File: config.mk
export PLATFORM = sky130hd
export DESIGN_NAME = dff_16
export DESIGN_NICKNAME = d
export VERILOG_FILES = /design/src/rtl/dff_16.sv
export SDC_FILE = /design/constraint.sdc
export NUM_CORES = 1
export LEC_CHECK = 0
export CORE_UTILIZATION = 34
export CTS_CLUSTER_SIZE = 14
export DETAILED_ROUTE_END_ITERATION = 12
export HOLD_SLACK_MARGIN = 0.1
export PLACE_DENSITY = 0.8
export SETUP_SLACK_MARGIN = 0.5
export SLEW_MARGIN = 0
export SYNTH_ARGS = -nofsm -noshare
export SYNTH_HDL_FRONTEND = slang
export SYNTH_SLANG_ARGS = --single-unit
File: constraint.sdc
create_clock -name clk -period 1 [get_ports clk]
set_input_delay 0.2 -clock clk [delete_from_list [all_inputs] [get_ports clk]]
set_output_delay 0.2 -clock clk [all_outputs]
set_load 0.005 [all_outputs]
File: src/rtl/dff_16.sv
// Word-wide positive-edge D register with synchronous active-high reset.
// Delays the input word by exactly one clock; the output comes straight from the flops.
module dff_16 #(
  parameter int unsigned      WIDTH       = 16,
  parameter logic [WIDTH-1:0] RESET_VALUE = {WIDTH{1'b0}}
) (
  output logic [WIDTH-1:0] out,
  input  logic             clk,
  input  logic [WIDTH-1:0] in,
  input  logic             rst
);

  logic [WIDTH-1:0] data_reg;

  // One flop per bit; every bit shares the same clock edge and reset, so the word updates atomically.
  generate
    for (genvar gi = 0; gi < WIDTH; gi++) begin : g_bit
      always_ff @(posedge clk) begin
        if (rst) begin
          data_reg[gi] <= RESET_VALUE[gi];
        end else begin
          data_reg[gi] <= in[gi];
        end
      end
    end
  endgenerate

  assign out = data_reg;

endmodule

==> results of run 1 <==
[Yosys cell counts]
cell,n
nor2b_2,7
dfxtp_1,16
nor2b_1,3
and2b_2,6
buf_6,1
[final cells by class]
class	count	share of cell area, %
Multi-Input combinational cell	16	19.3
Tap cell	14	2.22
Clock buffer	4	4.59
Timing Repair Buffer	35	32.9
Sequential cell	16	41.0
[stage by stage]
stage	hold WS [ps]	instances	power, uW	util, %	worst slack [ps]
2_1_floorplan	328	33	739	-	502
3_3_place_gp	766	80	874	68.1	-132
3_5_place_dp	768	80	876	68.1	-147
4_1_cts	247	85	1240	66.0	84.4
5_1_grt	254	85	1290	66.7	55.2
6_report	253	85	1220	66.7	98.3
[path summary, 6_finish.rpt]
kind | slack (ps) | depth (start not counted) | endpoint
max | 100 | 1 | out[2]
min | 250 | 2 | out[0]
[layout by cell type (no fill, tap or decap), drive strengths merged]
cell | synthesis | final
clkbuf | 0 | 4
dlygate4sd2 | 0 | 16
and2b | 6 | 6
nor2b | 10 | 10
dfxtp | 16 | 16
buf | 1 | 19
[repair_timing]
action | CTS | global route
endpoints found under the setup margin | 32 | 16
pin swaps | 0 | 0
cloned | 1 | 0
gates resized for setup | 92 | 2
[metal layers]
| metal | vias to the layer above | part of all wire [%] |
|---|---|---|
| met5 | - | 0 |
| met3 | 2 | 15 |
| met1 | 149 | 35 |
| met4 | 0 | 0.83 |
| li1 | 175 | - |
| met2 | 28 | 48 |
[power groups by stage]
stage	clock network (uW)	registers [uW]	logic, uW
floorplan	0	699	39.7
global placement	0	693	181
detailed placement	0	694	182
CTS	412	680	145
global route	447	683	158
finish	397	680	145
[cell families after synthesis]
family,count (synthesis),synth area share (%)
buffers and inverters,1,2.43
DFF,16,69.0
and+or+nand+nor,16,28.6
==> results.cfg, run 1 <==
[outcome]
outcome = finished clean

[pwr]
power.density_nw_per_um2 = 1550
ir_drop_v = 0.000953
internal_power_uw = 990
switching_share_pct = 19.0
combinationalPowerShare_pct = 11.9
p_clk_share_pct = 32.5
seq_power_share_pct = 55.7
p_switching_uw = 232
leakagePower_uw = 0.000410

[clock_tree]
cts.sink_count = 16
hold_buffers = 0
cts_setup_buffers = 0
htreeDepth = 1
root_buffer = clkbuf_4
cts_tree = built
cts_buffer_depth = 2
cts_buffers = 3
cts.clk_slew.worst_paths_ps = 90

[worst_setup_path]
worst_setup_path_startpoint = out[2]
slowest_delay_ps = 330
critPathArrivalTime_ps = 700
cp.required_ps = 800
worstSetupStartpointType = register
worst_path_max_delay_cell = dfxtp_2
path_cells = buf_6
criticalPathCategory = reg2out
worstPathMaxFanout = 1
path_delay_family = flip-flops
crit_path_end_kind = output pin
path_buf_inv = 1

[job]
max_cap_viol_count = 0

[timing]
timing.final.crit_share_pct = 90.2
max_slew_margin_pct = 91.2
hold_violations = 0
rsz0062_at_grt = yes
drv_slew = 0
max_freq_ghz = 1.11
worstMarginPinSlew_ps = 133
setup_viol = 0
fin_crit_ps = 902
tns_ps = 0

[detailed_routing]
wl_per_cell_microns = 11.3
drc_errors = 0
vias = 354
dr.first_iter.drc_count = 0
viasPerCell = 4.16
drt_wl_total_microns = 962
drtAntennaViolNets = 0
drt_first_pass_iters = 1

[synth]
syn_inst = 33
yosysWarnings = 0
ys_top_cells_by_area = dfxtp_1 (69%), nor2b_2 (13%), and2b_2 (11%)
ys_seq_area_share_pct = 69.0
ys_seq_elements = 16
synth_top_area_share_pct = 69.0
synthesis.nets = 51
syn_area_per_cell_sq_um = 14.1
yosysTopAreaCell = dfxtp_1
ys_types = 5
syn-cell-area_sq_um = 464

[floorplan]
die_area_sq_um = 1520
die_w_microns = 39.0
die_y_microns = 39.0
ios = 34
initial_core_util_pct = 39.1
coreArea_sq_um = 1190
placementRows = 12

[global_route]
top_usage_layer = met2
antenna_found_initial = 0
use_met1_pct = 14.0
grt_use_total_pct = 14.6
grt.met3_usage_pct = 6.36
use_met2_pct = 25.8
overflow = 0
grt_max_degree = 10
grt_pass1_wl_microns = 1380
first_global_vias = 335

[cells_and_area]
multiInputGateArea_sq_um = 153
syn_to_final_growth_pct = 70.4
largest_reg_flops = 16
insertedDiodeCount = 0
drive_above_1_share_pct = 54.9
n_fill_cell = 117
finalInstanceArea_sq_um = 791
fin_nets = 90
regArea_sq_um = 324

[place]
gp_congestion = 0.632
dpl.hpwl_microns = 729
placed_cell_area_sq_um = 808
io_buffers = 33

[min_path]
min_path_type = in2reg
hold_start = in[0]
(Power assumes the default switching activity.)
==> inputs of run 2 (changes only) <==
Settings changed: CTS_CLUSTER_DIAMETER set to 60, PLACE_DENSITY 0.8 to 0.9.
==> run 2 against run 1 <==
Net effect:
- via count decreased by 2.5%
- critical endpoint is now out[15]
- sequential share of layout area shrank 0.25 points
- total power down 0.71%
==> results.cfg, run 2 (synthesis gave the netlist of run 1 again) <==
[clock_tree]
cts.clk_slew.worst_paths_ps = 90
cts.sink_count = 16
hold_buffers = 0
ctsResizeCount = 91
cts_buffers = 3
cts_buffer_depth = 2
htreeDepth = 1
root_buffer = clkbuf_4
cts_setup_buffers = 0
cts_tree = built

[place]
io_buffers = 33
gp_congestion = 0.554
place_ws_ps = -190
dpl.hpwl_microns = 653

[cells_and_area]
fin_nets = 90
syn_to_final_growth_pct = 70.1
largest_reg_flops = 16
drive_above_1_share_pct = 53.5
layout_common_cells = dlygate4sd2_1 (16), buf_2 (16), dfxtp_1 (15)
insertedDiodeCount = 0
final_core_util_pct = 66.6

[global_route]
grt_max_degree = 10
grt_pass1_wl_microns = 1190
overflow = 0
first_global_vias = 294
antenna_found_initial = 0
grt_use_total_pct = 12.2

[min_path]
min_path_type = in2reg
holdPathStages = 2

[worst_setup_path]
path_buf_inv = 1
path_cells = buf_6
worstSetupStartpointType = register
slowest_delay_ps = 320
critPathArrivalTime_ps = 690
worst_path_max_delay_cell = dfxtp_2
cp.required_ps = 800
crit_cells = 1
path_delay_family = flip-flops
worstPathMaxFanout = 1
criticalPathCategory = reg2out
crit_path_end_kind = output pin

[pwr]
ir_drop_v = 0.00111
leakagePower_uw = 0.000413
power.density_nw_per_um2 = 1540
total_power_uw = 1210

[floorplan]
ios = 34
coreArea_sq_um = 1190
placementRows = 12
die_y_microns = 39.0
die_w_microns = 39.0
initial_core_util_pct = 39.1
die_area_sq_um = 1520

[detailed_routing]
drt_first_pass_iters = 1
viasPerCell = 4.06
dr.first_iter.drc_count = 0
drt_wl_total_microns = 819
vias = 345
drtAntennaViolNets = 0
drc_errors = 0
wl_per_cell_microns = 9.64

[timing]
fin_crit_ps = 894
tns_ps = 0
rsz0062_at_grt = yes
max_slew_margin_pct = 91.4
drv_slew = 0
hold_violations = 0
setup_viol = 0
timing.final.crit_share_pct = 89.4
worstMarginPinSlew_ps = 128
max_freq_ghz = 1.12
setup_slack_ps = 106
hold_ws_ps = 263

[outcome]
outcome = finished clean

[job]
max_cap_viol_count = 0
==> run 2: path summary, 6_finish.rpt <==
path,from,to
worst max-delay path,out[15],out[15]
worst min-delay path,in[1],out[1]
==> run 2: cell type report <==
cell class | instances | area [sq um]
Tap cell | 14 | 17.5
Sequential cell | 16 | 322
Clock buffer | 4 | 36.3
Multi-Input combinational cell | 16 | 160
Fill cell | 108 | 397
Timing Repair Buffer | 35 | 254
==> run 2: power by group <==
part           internal [uW]  switching (uW)
clock network            221             171
logic                   97.4            46.5
registers                671            6.76
total                    989             224
==> run 2: metal layers <==
layer  part of all wire [%]  up-vias  GRT usage (%)
met2                     44       26           22.5
met5                      0        -              0
met1                     40      143           12.5
met3                     14        2           3.47
met4                    1.2        0           5.17
li1                       -      174              -
==> run 2: through the flow <==
step | cells | area, sq um
finish | 85 | 790
global placement | 81 | 816
detailed placement | 81 | 816
global route | 85 | 790
floorplan | 33 | 464
CTS | 85 | 782
